`src/rtl/ram_sorter.sv`:
```
// In-place ascending bubble sort of a single-port registered-address RAM.
// Define RAM_SORTER_EARLY_EXIT_EN to stop after the first pass that makes no swaps.
module ram_sorter #(
    parameter int ADDR_W = 5,
    parameter int DATA_W = 8,
    parameter int SWAP_W = 10
) (
    input  logic              clk,
    input  logic              reset_n,
    input  logic              start,
    output logic              busy,
    output logic              done,
    output logic [ADDR_W-1:0] mem_addr,
    output logic [DATA_W-1:0] mem_wdata,
    output logic              mem_wren,
    input  logic [DATA_W-1:0] mem_rdata,
    output logic [SWAP_W-1:0] swaps
);

    localparam int                DEPTH     = 1 << ADDR_W;
    localparam logic [ADDR_W-1:0] LAST_INIT = ADDR_W'(DEPTH - 2);

    typedef enum logic [2:0] {
        IDLE,
        RD0,
        RD1,
        CAP,
        WR0,
        WR1,
        NEXT,
        DONE
    } state_t;

    state_t              state_q, state_d;
    logic [ADDR_W-1:0]   i_q, i_d;
    logic [ADDR_W-1:0]   last_q, last_d;
    logic                swapped_q, swapped_d;
    logic [SWAP_W-1:0]   swaps_q, swaps_d;
    logic [ADDR_W-1:0]   addr_q, addr_d;
    logic [DATA_W-1:0]   wdata_q, wdata_d;
    logic [DATA_W-1:0]   a_q, a_d;
    logic [DATA_W-1:0]   b_q, b_d;
    logic                finished;

    // A pass ends when i reaches last; the sort ends on the last pass (or on a clean pass).
`ifdef RAM_SORTER_EARLY_EXIT_EN
    assign finished = (last_q == '0) || !swapped_q;
`else
    assign finished = (last_q == '0);
`endif

    always_comb begin
        state_d   = state_q;
        i_d       = i_q;
        last_d    = last_q;
        swapped_d = swapped_q;
        swaps_d   = swaps_q;
        addr_d    = addr_q;
        wdata_d   = wdata_q;
        a_d       = a_q;
        b_d       = b_q;
        busy      = 1'b1;
        done      = 1'b0;
        mem_wren  = 1'b0;

        case (state_q)
            IDLE: begin
                busy = 1'b0;
                if (start) begin
                    i_d       = '0;
                    last_d    = LAST_INIT;
                    swapped_d = 1'b0;
                    swaps_d   = '0;
                    state_d   = RD0;
                end
            end
            RD0: begin
                addr_d  = i_q;
                state_d = RD1;
            end
            RD1: begin
                addr_d  = i_q + ADDR_W'(1);
                a_d     = mem_rdata;
                state_d = CAP;
            end
            CAP: begin
                b_d     = mem_rdata;
                state_d = (a_q > mem_rdata) ? WR0 : NEXT;
            end
            WR0: begin
                addr_d   = i_q;
                wdata_d  = b_q;
                mem_wren = 1'b1;
                state_d  = WR1;
            end
            WR1: begin
                addr_d    = i_q + ADDR_W'(1);
                wdata_d   = a_q;
                mem_wren  = 1'b1;
                swapped_d = 1'b1;
                swaps_d   = swaps_q + SWAP_W'(1);
                state_d   = NEXT;
            end
            NEXT: begin
                if (i_q != last_q) begin
                    i_d     = i_q + ADDR_W'(1);
                    state_d = RD0;
                end else if (finished) begin
                    state_d = DONE;
                end else begin
                    last_d    = last_q - ADDR_W'(1);
                    i_d       = '0;
                    swapped_d = 1'b0;
                    state_d   = RD0;
                end
            end
            DONE: begin
                busy = 1'b0;
                done = 1'b1;
                if (!start) begin
                    state_d = IDLE;
                end
            end
            default: begin
                state_d = IDLE;
            end
        endcase
    end

    // Address/data are driven combinationally so the RAM latches them on the same edge;
    // the registered copies hold the bus steady in the states that do not drive it.
    assign mem_addr  = addr_d;
    assign mem_wdata = wdata_d;
    assign swaps     = swaps_q;

    always_ff @(posedge clk or negedge reset_n) begin
        if (!reset_n) begin
            state_q   <= IDLE;
            i_q       <= '0;
            last_q    <= LAST_INIT;
            swapped_q <= 1'b0;
            swaps_q   <= '0;
            addr_q    <= '0;
            wdata_q   <= '0;
        end else begin
            state_q   <= state_d;
            i_q       <= i_d;
            last_q    <= last_d;
            swapped_q <= swapped_d;
            swaps_q   <= swaps_d;
            addr_q    <= addr_d;
            wdata_q   <= wdata_d;
        end
    end

    always_ff @(posedge clk) begin
        a_q <= a_d;
        b_q <= b_d;
    end

endmodule

```
`config.mk`:
```
export PLATFORM = sky130hd
export DESIGN_NAME = ram_sorter
export DESIGN_NICKNAME = d
export VERILOG_FILES = /design/src/rtl/ram_sorter.sv
export SDC_FILE = /design/constraint.sdc
export NUM_CORES = 1
export LEC_CHECK = 0
export ABC_AREA = 1
export BUFFER_PORTS_ARGS = -buffer_cell sky130_fd_sc_hd__buf_2
export CAP_MARGIN = 20
export CORE_MARGIN = 2
export CORE_UTILIZATION = 25
export CTS_BUF_LIST = sky130_fd_sc_hd__clkbuf_4 sky130_fd_sc_hd__clkbuf_8 sky130_fd_sc_hd__clkbuf_16
export DETAILED_ROUTE_END_ITERATION = 16
export GPL_TIMING_DRIVEN = 0
export PLACE_DENSITY = 0.5
export SLEW_MARGIN = 10
export SYNTH_ARGS = -nofsm -noshare
export SYNTH_HDL_FRONTEND = slang
export SYNTH_SLANG_ARGS = --single-unit
```
`constraint.sdc`:
```
create_clock -name clk -period 2.14 [get_ports clk]
set_clock_uncertainty 0.2 [all_clocks]
set_input_delay 0.214 -clock clk [delete_from_list [all_inputs] [get_ports clk]]
set_output_delay 0.214 -clock clk [all_outputs]
set_load 0.1 [all_outputs]
```
=== Yosys cells after proc, flatten, opt, wreduce, memory -nomap -nowiden ===
Index checks and enable logic that the tools add are counted.
Widths: inputs -> output; s select.

* Register bits after elaboration: 52
* Input bits: 11
* Output and inout port bits: 26
* Logic and storage cells: 58

* Add/subtract/negate cells: 3
* Magnitude comparators: 1
* Eq/ne operators: 13
* Multiplexer cells: 21
* Reductions and logical operators: 12

{| class="wikitable"
|+ Operator list
! kind !! count
|-
| $mux 5 || 6
|-
| $pmux 5 s2 || 3
|-
| $pmux 3 s8 || 1
|-
| $pmux 10 s2 || 1
|-
| $pmux 8 s2 || 1
|-
| $eq 3x3->1 const B || 4
|-
| $mux 3 || 4
|-
| $add 10x1->10 const B || 1
|-
| $mux 10 || 1
|-
| $gt 8x8->1 || 1
|-
| $ne 2x2->1 const B || 4
|-
| $reduce_or 2->1 || 4
|-
| $eq 3x2->1 const B || 2
|-
| $add 5x1->5 const B || 1
|-
| $logic_not 5->1 || 1
|-
| $ne 5x5->1 || 1
|-
| $sub 5x1->5 const B || 1
|-
| $reduce_and 2->1 || 2
|-
| $reduce_and 4->1 || 1
|-
| $reduce_bool 2->1 || 2
|-
| $eq 3x1->1 const B || 1
|-
| $logic_not 3->1 || 1
|-
| $mux 1 || 3
|-
| $ne 3x3->1 const B || 1
|-
| 2 further kinds || 2
|}

=== Longest topological paths before layout ===
Gate-level depths: netlist of run 1.

* Depth in word-level cells: 4
* Mapped depth: 12

=== Worst setup path before layout of run 1 ===
No wires, ideal clock.

* Path kind: register to output
* Start: register state_q[0]
* End: output busy
* Data arrival time: 2,835 ps
* Required time: 1,726 ps
* Slack: -1,109 ps
* Stages on the path, launching flop included: 4
* Buffers on the path: 0
* Cells stage by stage: dfrtp_1 -> nand2_1 -> nor2_1 -> nor2_1

* Word-level cells in the longest chain between the ends: 3

{| class="wikitable"
|+ RTL lines
! item !! line !! RTL
|-
| start: declaration || 34 || <nowiki>state_t state_q, state_d;</nowiki>
|-
| start signal: assignment || 146 || <nowiki>state_q <= state_d;</nowiki>
|-
| $eq 3x3->1 / $logic_not 3->1 (equally long branches) || 66 || <nowiki>case (state_q)</nowiki>
|-
| $reduce_or 2->1 (no source line) (*) || -- ||
|-
| $mux 1 (*) || 66 ||
|-
| end: declaration || 11 || <nowiki>output logic busy,</nowiki>
|}

Every way passes the cells marked *; elsewhere a longest branch is shown, timed or not.

=== Final worst setup path of run 1 ===
* Start: register state_q[1]
* End: output mem_wdata[1]

* Word-level cells in the longest chain between the ends: 2

{| class="wikitable"
|+ RTL lines
! item !! line !! RTL
|-
| $eq 3x3->1 || 66 ||
|-
| $pmux 8 s2 (*) || 66 ||
|-
| end: declaration || 14 || <nowiki>output logic [DATA_W-1:0] mem_wdata,</nowiki>
|}

Marked as above.

==> results.py, run 1 <==
metrics = {
    "floorplan": {
        "die_w_um": 109.5,
        "start_util_pct": 25.67,
        "dieArea_sq_um": 11990,
        "core_sq_um": 10840,
        "dieHeight_um": 109.5,
        "rows": 38,
        "io_pins": 37,
    },
    "critical_path": {
        "crit_path_start": "state_q[1]",
        "cp.arrival_ns": 1.65,
        "r2r-start": "state_q[2]",
        "crit_path_end_kind": "output pin",
        "worstSetupStartpointType": "register",
        "cp_max_fo": 16,
        "worst-setup-path-type": "register to output pin",
        "required_ns": 1.73,
    },
    "placed_design": {
        "place_ws_ns": -0.06701,
        "hpwl_um": 4503,
        "dp_cells": 505,
        "routabilityCongestion": 0.7866,
        "io_buffers": 36,
    },
    "route": {
        "routedWlPerCell_um": 12.15,
        "drt-pass1-iter-count": 4,
        "vias": 2284,
        "drc": 0,
        "wl_um": 6404,
        "vias_per_cell": 4.334,
        "postRouteAntennaNets": 0,
        "drtIter0Drc": 107,
    },
    "sta": {
        "worst_pin_slew_ns": 0.8485,
        "fmax_ghz": 0.4838,
        "worst_slack_ns": 0.07301,
        "finalSetupViolCount": 0,
        "whs_ns": 0.3092,
        "finalCriticalPeriod_ns": 2.067,
        "min_period_over_period_pct": 96.59,
        "slew_headroom_pct": 43.43,
        "rsz0062_at_grt": "true",
        "hold_viol": 0,
        "drv_slew": 0,
    },
    "synth": {
        "synth.net_count": 352,
        "netlist.area_leader.share_pct": 28.78,
        "yosys-top-cells-area": "dfrtp_1 29%, edfxtp_1 17%, nand2_1 15%",
        "syn-instance-count": 329,
        "synth_seq_cells": 52,
        "synth_top_area_cell": "dfrtp_1",
        "yosysWarnings": 0,
        "yosysSeqAreaShare_pct": 49.82,
        "yosysUniqueCellTypes": 33,
        "synth.avg_cell_area_sq_um": 8.458,
        "synth_area_sq_um": 2783,
    },
    "min_path": {
        "hold_path_class": "register to register",
        "hp-start": "addr_q[3]",
    },
    "layout": {
        "fin_cells": 527,
        "antenna_cells": 0,
        "fin_util_pct": 33.37,
        "syn2layout_area_growth_pct": 29.99,
        "drive_above_1_share_pct": 27.13,
        "nets": 409,
    },
    "run_status": {
        "status": "completed",
    },
    "clocking": {
        "htree_levels": 2,
        "cts_tree": "done",
        "clockRootBuffer": "clkbuf_8",
        "numCtsBuffers": 5,
        "cts.clk_slew.worst_paths_ns": 0.11,
        "clock_latency_ns": 0.31,
        "cts.sinks": 52,
        "clock_path_buffers": 2,
    },
    "grt": {
        "grt-ovfl-total": 0,
        "track_usage_pct": 11.33,
        "grt_max_degree": 37,
        "grt_pass1_vias": 2200,
        "antenna_found_initial": 0,
        "grt_pass1_wl_um": 10630,
    },
    "flow_run": {
        "cap_violations": 0,
    },
}
[placed cells by master (no fill, tap or decap), drive strengths merged]
cell type,netlist,layout
inv,44,47
buf,4,43
edfxtp,16,16
xnor2,4,4
a22o,1,1
o22ai,1,1
clkbuf,0,6
nand2,117,117
o21ai,7,7
dfstp,4,4
a21o,1,1
xor2,3,3
clkinv,1,1
nor3,2,2
dfrtp,32,32
o211ai,1,1
nand4,4,4
a21oi,2,2
nor2,23,23
ha,12,12
nand3,49,49
dlygate4sd3,0,10
o2bb2ai,1,1
[critical path, stage by stage (launching register included)]
cell	delay [ns]
dfrtp_2	0.47
inv_2	0.13
nand3_4	0.17
inv_6	0.17
nand2_1	0.08
nand3_2	0.08
buf_6	0.22
[flip-flops by register name, summed over array words and instances, names as in the netlist]
signal	cells
a_q	8
addr_q	5
state_q	3
swaps	10
last_q	5
wdata_q	8
i_q	5
b_q	8
[metal layers]
| layer | GRT usage, % | part of all wire [%] | routed length (um) |
|---|---|---|---|
| met1 | 15.17 | 47 | 3030 |
| met2 | 19.00 | 49 | 3156 |
| met3 | 2.193 | 2.7 | 176 |
| met4 | 2.441 | 0.62 | 40 |
| met5 | 0 | 0 | 0 |
[cells by family (layout without fill, tap and decap cells)]
group                      after synthesis  after routing  share of synthesized area, %
and+or+nand+nor                        195            195                         32.15
AOI/OAI and AO/OA                       14             14                         3.013
adders and majority gates               12             12                         5.396
xor gates and xnor gates                 7              7                         2.203
DFF                                     52             52                         49.82
buffers and inverters                   49            107                         7.419
[area by class of cell]
| type | instances | area, sq um |
|---|---|---|
| multi-input combinational | 228 | 1289 |
| fill | 1165 | 7223 |
| buffer | 3 | 30.03 |
| timing repair buffer | 51 | 455.4 |
| clock buffer | 5 | 68.82 |
| clock inverter | 3 | 28.78 |
| inverter | 45 | 173.9 |
| tap | 140 | 175.2 |
| sequential | 52 | 1396 |
[synthesized netlist by cell type (all sizes together)]
cell     count
nand2      117
nand3       49
inv         44
dfrtp       32
nor2        23
edfxtp      16
ha          12
o21ai        7
buf          4
dfstp        4
nand4        4
xnor2        4
xor2         3
a21oi        2
nor3         2
a21o         1
a22o         1
clkinv       1
o211ai       1
o22ai        1
o2bb2ai      1
[metrics by stage]
step	instance area, sq um	setup TNS [ns]
finish	3617	0
global route	3617	-0.07308
CTS	3532	0
detailed placement	3206	-0.2842
global placement	3206	-0.1772
floorplan	2850	-1.385
[timing repair]
action	CTS	global route
hold endpoints to repair	49	0
setup endpoints to repair	14	22
pin swaps	2	2
resized for setup	37	18
gates cloned	0	0
hold buffers	10	0
setup buffers	2	3
[path summary, 6_finish.rpt]
check | to | slack (ns) | cells past startpoint
min in group asynchronous | addr_q[2] | 0.35 | 2
max in group asynchronous | state_q[2] | 0.79 | 2
min | addr_q[3] | 0.31 | 2
max | mem_wdata[1] | 0.07 | 6
min reg2reg | addr_q[3] | 0.31 | 2
max reg2reg | b_q[3] | 0.37 | 2
Power of run 1 is left out: the tool's default activity adds up to more than one toggle a clock period on the data nets, which glitch-free logic cannot reach.
==> inputs of run 2 (changes only) <==
--- a/config.mk
+++ b/config.mk
@@ -13,7 +13,7 @@
 export CTS_BUF_LIST = sky130_fd_sc_hd__clkbuf_4 sky130_fd_sc_hd__clkbuf_8 sky130_fd_sc_hd__clkbuf_16
 export DETAILED_ROUTE_END_ITERATION = 16
 export GPL_TIMING_DRIVEN = 0
-export PLACE_DENSITY = 0.5
+export PLACE_DENSITY = 0.51
 export SLEW_MARGIN = 10
 export SYNTH_ARGS = -nofsm -noshare
 export SYNTH_HDL_FRONTEND = slang
==> constraint.sdc (replaced) <==
create_clock -name clk -period 1.8 [get_ports clk]
set_clock_uncertainty 0.2 [all_clocks]
set_input_delay 0.18 -clock clk [delete_from_list [all_inputs] [get_ports clk]]
set_output_delay 0.18 -clock clk [all_outputs]
set_load 0.1 [all_outputs]
==> run 2 against run 1 <==
Compared with the run above:
- the run now ends with setup timing left
- wire length is 5.7% higher
- design area increased by 16%
- first-iteration DRC count is the same
- highest routed layer unchanged
- largest cell class is now multi-input gates
- core utilization grew 5.4 points
- global-route usage is 0.54 points higher
- non-clock buffer count up 19
==> results.py, run 2 (synthesis results as in run 1) <==
metrics = {
    "route": {
        "vias_per_cell": 4.335,
        "drt-pass1-iter-count": 4,
        "drtIter0Drc": 107,
        "vias": 2367,
        "routedWlPerCell_um": 12.40,
        "postRouteAntennaNets": 0,
        "wl_um": 6771,
        "drc": 0,
    },
    "min_path": {
        "hold_path_class": "input pin to async pin",
    },
    "run_status": {
        "violations": "setup timing",
        "status": "finished with violations",
    },
    "placed_design": {
        "hpwl_um": 4582,
        "routabilityCongestion": 0.8088,
        "io_buffers": 36,
    },
    "layout": {
        "drive_above_1_share_pct": 40.15,
        "nets": 428,
        "syn2layout_area_growth_pct": 51.12,
        "final_common_cell": "nand2_1",
        "antenna_cells": 0,
        "largest_reg_flops": 10,
        "nFillCells": 1118,
        "layout_common_cells": "84 x nand2_1, 34 x inv_1, 28 x nand3_1",
    },
    "critical_path": {
        "crit_path_end_kind": "output pin",
        "cp_max_fo": 6,
        "worst-setup-path-type": "register to output pin",
        "reg2reg_setup_slack_ns": 0,
        "cp.arrival_ns": 1.63,
        "worstSetupStartpointType": "register",
        "required_ns": 1.42,
    },
    "clocking": {
        "clock_path_buffers": 2,
        "cts_tree": "done",
        "cts.sinks": 52,
        "cts.clk_slew.worst_paths_ns": 0.11,
        "htree_levels": 2,
        "clockRootBuffer": "clkbuf_8",
        "numCtsBuffers": 5,
        "clock_latency_ns": 0.32,
    },
    "floorplan": {
        "dieHeight_um": 109.5,
        "core_sq_um": 10840,
        "rows": 38,
        "start_util_pct": 25.67,
        "dieArea_sq_um": 11990,
        "die_w_um": 109.5,
        "io_pins": 37,
    },
    "grt": {
        "antenna_found_initial": 0,
        "use_met3_pct": 2.490,
        "grt-busiest-layer": "met2",
        "grt_max_degree": 37,
        "grtUsageMet2_pct": 20.19,
        "track_usage_pct": 11.87,
        "grt_pass1_vias": 2243,
        "grt-ovfl-total": 0,
        "grt_pass1_wl_um": 10910,
        "grtUsageMet1_pct": 15.17,
    },
    "sta": {
        "min_period_over_period_pct": 111.9,
        "worst_slack_ns": -0.2135,
        "fmax_ghz": 0.4966,
        "finalSetupViolCount": 16,
        "finalCriticalPeriod_ns": 2.014,
        "worst_pin_slew_ns": 0.8663,
        "setup_tns_ns": -2.444,
        "drv_slew": 0,
        "hold_viol": 0,
        "whs_ns": 0.3042,
        "slew_headroom_pct": 42.25,
        "rsz0062_at_grt": "true",
    },
    "flow_run": {
        "cap_violations": 0,
    },
}
-- run 2: cell count changes in the layout (fill, tap and decap cells not counted), sizes merged --
cell,before,now
clkinv,1,2
buf,43,62
inv,47,44
clkinvlp,0,2
-- run 2: path summary, 6_finish.rpt --
check / from / end / cells past startpoint
min in group clk: addr_q[0] / addr_q[0] / 2
worst max-delay path: state_q[2] / mem_addr[1] / 5
worst min register to register: addr_q[0] / addr_q[0] / 2
worst min-delay path: reset_n / wdata_q[5] / 2
worst max register to register: state_q[1] / swaps[5] / 12
max in group asynchronous: reset_n / swaps[2] / 2
-- run 2: repair_timing --
item                                   in CTS  in global routing
resized for setup                         110                 26
pin swaps                                  11                 15
setup endpoints to repair                  26                 26
buffers inserted                           16                  6
cloned                                      0                  1
endpoints found under the hold margin      49                  0
hold buffers                               10                  0
-- run 2: critical path, stage by stage, from the launching register on --
cell	delay, ns
dfrtp_2	0.50
buf_4	0.18
o21ai_4	0.25
nand2_2	0.10
nand3_4	0.11
buf_12	0.18
-- run 2: metal layers --
| layer | vias up | wire length [um] |
|---|---|---|
| met3 | 8 | 203 |
| met5 | - | 0 |
| met4 | 0 | 74 |
| met2 | 31 | 3337 |
| met1 | 1125 | 3156 |
| li1 | 1203 | - |
-- run 2: through the flow --
step                area [sq um]  worst slack (ns)  util (%)  cells
floorplan                   2967           -0.8637         -    329
global placement            3322           -0.4151     30.64    505
detailed placement          3322           -0.4360     30.64    505
CTS                         4046           -0.2358     37.33    539
global route                4205           -0.2684     38.79    546
finish                      4205           -0.2135     38.79    546
-- run 2: final cells by class --
cell class / count / area, sq um / share of cell area, %
multi-input cells: 228 / 1546 / 36.77
well taps: 140 / 175.2 / 4.165
clock inverters: 3 / 21.27 / 0.5058
inverters: 45 / 185.2 / 4.403
flip-flops and latches: 52 / 1414 / 33.62
clock buffers: 5 / 68.82 / 1.636
plain buffers: 4 / 57.56 / 1.369
repair buffers: 69 / 737.0 / 17.52
Power of run 2 is left out for the same reason.
